**config.mk**
```make
export PLATFORM = sky130hd
export DESIGN_NAME = pci_arbiter_flat
export DESIGN_NICKNAME = d
export VERILOG_FILES = /design/src/rtl/pci_arbiter_if.sv /design/src/rtl/pci_arbiter.sv /design/src/flat_wrapper.sv
export SDC_FILE = /design/constraint.sdc
export NUM_CORES = 1
export LEC_CHECK = 0
export ABC_CLOCK_PERIOD_IN_PS = 2200
export BUFFER_PORTS_ARGS = -buffer_cell sky130_fd_sc_hd__clkbuf_2
export CORE_MARGIN = 2
export CORE_UTILIZATION = 50
export CTS_BUF_LIST = sky130_fd_sc_hd__clkbuf_16
export DETAILED_ROUTE_END_ITERATION = 10
export PLACE_DENSITY_LB_ADDON = 0.08
export SLEW_MARGIN = 20
export SYNTH_ARGS = -nofsm -noshare
export SYNTH_HDL_FRONTEND = slang
export SYNTH_SLANG_ARGS = --single-unit
```
**constraint.sdc**
```tcl
create_clock -name clk -period 2.2 [get_ports clk]
set_input_delay 0.22 -clock clk [delete_from_list [all_inputs] [get_ports clk]]
set_output_delay 0.22 -clock clk [all_outputs]
set_load 0.02 [all_outputs]
```
**src/rtl/pci_arbiter_if.sv**
```systemverilog
// pci_arbiter_if: request/grant lines and bus-monitor taps shared by the arbiter and its initiators.
// The master modport is the arbiter side; the slave modport is the initiator/bus side.
interface pci_arbiter_if #(parameter int NREQ = 4) ();
    localparam int OW = $clog2(NREQ);
    logic [NREQ-1:0] req_n;
    logic            frame_n;
    logic            irdy_n;
    logic [NREQ-1:0] gnt_n;
    logic [OW-1:0]   owner;
    logic            bus_idle;
    modport master (input req_n, frame_n, irdy_n, output gnt_n, owner, bus_idle);
    modport slave (output req_n, frame_n, irdy_n, input gnt_n, owner, bus_idle);
endinterface

```
**src/rtl/pci_arbiter.sv**
```systemverilog
// pci_arbiter: round-robin PCI central arbiter with hidden arbitration, parking and grant timeout.
// All outputs are registered; gnt_n reflects the state of the previous cycle.
module pci_arbiter #(
    parameter int NREQ    = 4,
    parameter int TIMEOUT = 16,
    parameter int PARK    = 0
) (
    input logic           clk,
    input logic           rst_n,
    pci_arbiter_if.master bus
);
    localparam int OW = $clog2(NREQ);
    localparam int TW = 8;

    typedef enum logic [1:0] {GAP, GRANT, BUSY} state_t;

    state_t          state, state_nx;
    logic [OW-1:0]   owner_q, owner_nx, winner;
    logic [TW-1:0]   timer, timer_nx;
    logic [NREQ-1:0] req, gnt_q, gnt_nx;
    logic            bus_idle_q, start, other, timed_out;

    assign req       = ~bus.req_n;
    assign start     = ~bus.frame_n & bus_idle_q;
    assign other     = |(req & ~(NREQ'(1) << owner_q));
    assign timed_out = timer == TW'(TIMEOUT - 1);

    // Search downward so the closest requester after the owner overrides farther ones.
    always_comb begin
        winner = owner_q;
        for (int i = NREQ - 1; i > 0; i--)
            if (req[(int'(owner_q) + i) % NREQ]) winner = OW'((int'(owner_q) + i) % NREQ);
    end

    always_comb begin
        state_nx = state;
        owner_nx = owner_q;
        timer_nx = timer;
        case (state)
            GAP: begin
                state_nx = GRANT;
                owner_nx = winner;
                timer_nx = '0;
            end
            GRANT: begin
                if (start)
                    state_nx = BUSY;
                else if (other && (!req[owner_q] || timed_out))
                    state_nx = GAP;
                else if (bus_idle_q && other && !timed_out)
                    timer_nx = timer + 1'b1;
            end
            BUSY: begin
                if (other)
                    state_nx = GAP;
                else if (bus.frame_n && bus.irdy_n) begin
                    state_nx = GRANT;
                    timer_nx = '0;
                end
            end
            default: state_nx = GAP;
        endcase
    end

    always_comb begin
        gnt_nx = '1;
        if (state == GRANT || (state == BUSY && !other)) gnt_nx[owner_q] = 1'b0;
    end

    always_ff @(posedge clk) begin
        if (!rst_n) begin
            state      <= GAP;
            owner_q    <= OW'(PARK);
            timer      <= '0;
            gnt_q      <= '1;
            bus_idle_q <= 1'b1;
        end else begin
            state      <= state_nx;
            owner_q    <= owner_nx;
            timer      <= timer_nx;
            gnt_q      <= gnt_nx;
            bus_idle_q <= bus.frame_n & bus.irdy_n;
        end
    end

    assign bus.gnt_n    = gnt_q;
    assign bus.owner    = owner_q;
    assign bus.bus_idle = bus_idle_q;

    // Grants are exclusive and never hand over without an all-high cycle in between.
    a_onehot: assert property (@(posedge clk) disable iff (!rst_n) $onehot0(~gnt_q));
    a_gap: assert property (@(posedge clk) disable iff (!rst_n)
        (gnt_q != '1 && $past(gnt_q) != '1) |-> gnt_q == $past(gnt_q));
endmodule

```
**src/flat_wrapper.sv**
```systemverilog
// flat-port wrapper written by rule: the top's interface ports become plain ports
module pci_arbiter_flat 
#(
    parameter int NREQ    = 4,
    parameter int TIMEOUT = 16,
    parameter int PARK    = 0
)
  (clk, rst_n, bus_req_n, bus_frame_n, bus_irdy_n, bus_gnt_n, bus_owner, bus_bus_idle);
  pci_arbiter_if #(.NREQ(NREQ)) bus_i ();
  input logic clk;
  input logic rst_n;
  input wire logic [$bits(bus_i.req_n)-1:0] bus_req_n;
  input wire logic [$bits(bus_i.frame_n)-1:0] bus_frame_n;
  input wire logic [$bits(bus_i.irdy_n)-1:0] bus_irdy_n;
  output wire logic [$bits(bus_i.gnt_n)-1:0] bus_gnt_n;
  output wire logic [$bits(bus_i.owner)-1:0] bus_owner;
  output wire logic [$bits(bus_i.bus_idle)-1:0] bus_bus_idle;
  assign bus_i.req_n = bus_req_n;
  assign bus_i.frame_n = bus_frame_n;
  assign bus_i.irdy_n = bus_irdy_n;
  assign bus_gnt_n = bus_i.gnt_n;
  assign bus_owner = bus_i.owner;
  assign bus_bus_idle = bus_i.bus_idle;
  pci_arbiter #(.NREQ(NREQ), .TIMEOUT(TIMEOUT), .PARK(PARK)) u_core (.clk(clk), .rst_n(rst_n), .bus(bus_i));
endmodule
```
==> results.toml <==
[synth]
synth_top_area_cell = "dfxtp_1"
synth-seq-area-share_pct = 31.2
syn_inst = 127
synth_ff_type = "dfxtp_1"
synth_edf_count = 0
synth.cell_area_um2 = 1090
synth-seq-cells = 17
synth-async-reset-ratio_pct = 0
avgSynthCellArea_um2 = 8.58
synth_top_area_share_pct = 31.2
synthesis.nets = 140
synth.distinct_cells = 42
ys_warn_count = 0
synthTopCellsByArea = "dfxtp_1 (31%), ha_1 (5.7%), nand2_1 (5.5%)"

[route]
dr.pass1.iters = 4
vias = 1044
drtAntennaViolNets = 0
drc = 0
avgViaCountPerCell = 6.18
drt-initial-drc-count = 33
wl_mm = 2.38
routedWlPerCell_um = 14.1

[global_routing]
grt_pass1_vias = 995
antenna_found_initial = 0
grt_max_degree = 10
grt_usage_pct = 21.2
grt-ovfl-total = 0
grt_first_pass_wirelength_mm = 4.21

[final_layout]
layout-drive-gt1-share_pct = 19.0
num_antenna_cells = 0
mostFrequentLayoutCells = "nand2_1 (16), dfxtp_1 (15), clkbuf_2 (14), nand3_1 (11), inv_1 (8)"
syn_to_final_growth_pct = 15.7
design_area_um2 = 1260
layout_commonest_cell = "nand2_1"
layoutNonFillerInstCount = 169
fin_nets = 156

[worst_setup_path]
crit_chain = "mux4_2, a211o_1, o311a_1, a211o_1"
worstSetupPathType = "register to register"
end_kind = "register"
critPathSlowestCell = "mux4_2"
r2r-end = "u_core.timer[7]"
critical-path-max-stage-delay_ns = 0.55
path_max_fanout = 9
critical_path_arrival_ns = 2.24
required_ns = 2.33
reg2reg_depth = 4
critPathLaunchType = "register"
r2r-start = "u_core.bus.owner[0]"
rrSetupSlack_ns = 0.1
cp_common_cell = "a211o_1"

[clock_network]
tritoncts = "done"
clk_latency_ns = 0.25
clock-sinks = 17
cts_buffers = 3
ctsHoldBuffers = 0
cts-htree-levels = 1
cts_root_buf = "clkbuf_16"
cts_buffer_depth = 2
clk_pin_slew_worst_paths_ns = 0.05

[floorplanning]
design.portCount = 15
die_x_um = 50.7
initial_core_util_pct = 54.4
dieHeight_um = 50.7
core_um2 = 2000
die-area_um2 = 2570
rows = 16

[timing]
hold_viol = 0
setup_viol = 0
fmax_ghz = 0.475
rsz0062_at_grt = "false"
finalMaxSlewViolations = 0
max_slew_margin_pct = 58.1
tns_ns = 0
period_needed_ns = 2.10
finClkSkew_ns = 0.00206
worst_slew_pin_slew_ns = 0.625
finalCritPeriodShare_pct = 95.6

[pwr]
power.total_mw = 1.20
power.density_nw_per_um2 = 951
ir_drop_v = 0.000682
p_leak_nw = 0.542

[hold_path]
hold_end = "u_core.bus.bus_idle"
hp-class = "primary input to register"
hold_path_depth = 2
min_from = "rst_n"

[flow_run]
drv_cap = 0

[status]
status = "completed"

[placed_design]
place_hpwl_mm = 1.79
dp.cells = 165
place_area_um2 = 1180
place_congestion = 0.840
io_buffer_count = 14
-- metal layers --
metal,part of all wire [%],vias to the layer above,wire length (µm),GRT usage [%]
li1,-,521,-,-
met4,0.46,0,11,6.31
met1,49,494,1160,28.0
met2,45,27,1070,33.8
met5,0,-,0,0
met3,5.7,2,135,5.95
-- cells by family (layout without fill, tap and decap cells) --
family,count (synthesis),after routing,share of synthesized area [%]
flip-flops,17,17,31.2
AO/OA/AOI/OAI,31,31,21.9
adder cells (fa/ha/maj),5,5,5.74
buffers and inverters,13,28,5.97
AND/OR/NAND/NOR,54,54,27.2
multiplexers,7,7,7.92
-- layout make-up --
class	instances	area (µm²)
multi-input combinational	97	684
tap	27	33.8
clock inverter	1	3.75
inverter	7	26.3
timing repair buffer	17	92.6
sequential	17	345
fill	184	741
clock buffer	3	75.1
-- cells in the mapped netlist, drive strengths merged (2+ instances only) --
library cell,instances
clkbuf,3
o21a,2
nand2b,2
and3b,2
mux2,3
nor4,4
o22a,3
ha,5
nand4,3
o211ai,2
nand3,11
nand2,16
a211o,6
inv,7
o311a,2
buf,3
and2,4
o21ai,5
a21oi,2
or4,4
dfxtp,17
mux2i,3
-- critical path, delay by kind of cell (launching register included) --
kind            cells  cell delay, ns
compound gates      3            1.04
flops               1            0.40
mux                 1            0.55
-- sequential cells by signal, indices dropped and copies added, names as in the netlist --
name	count
u_core.bus.owner	2
u_core.timer	8
u_core.state	2
u_core.bus.gnt_n	4
u_core.bus.bus_idle	1
-- worst max path at each step --
stage | from | end | slack, ns | depth (start not counted)
after detailed placement | u_core.bus.owner[0] | u_core.timer[7] | 0.06 | 4
after global routing | u_core.bus.owner[0] | u_core.timer[6] | 0.03 | 7
after global placement | u_core.bus.owner[0] | u_core.timer[7] | 0.14 | 4
after floorplan | u_core.bus.owner[1] | u_core.timer[3] | 0.03 | 8
final | u_core.bus.owner[0] | u_core.timer[7] | 0.1 | 4
after CTS | u_core.bus.owner[0] | u_core.timer[7] | 0.05 | 4
-- through the flow --
step / util [%] / hold slack (ns) / setup slack, ns
2_1_floorplan: - / 0.282 / 0.0330
3_3_place_gp: 58.9 / 0.468 / 0.138
3_5_place_dp: 58.9 / 0.470 / 0.0601
4_1_cts: 62.9 / 0.216 / 0.0505
5_1_grt: 63.0 / 0.237 / 0.0319
6_report: 63.0 / 0.219 / 0.0965
-- power breakdown --
group          leakage (nW)  switching, mW  internal [mW]
registers             0.140         0.0484          0.353
clock network        0.0423          0.113          0.241
logic                 0.360          0.243          0.202
-- timing repair --
| item | in CTS | in global routing |
|---|---|---|
| setup buffers | 0 | 0 |
| gates resized for setup | 0 | 1 |
| setup endpoints to repair | 0 | 3 |
Note: power is estimated with default switching activity, not from simulation.
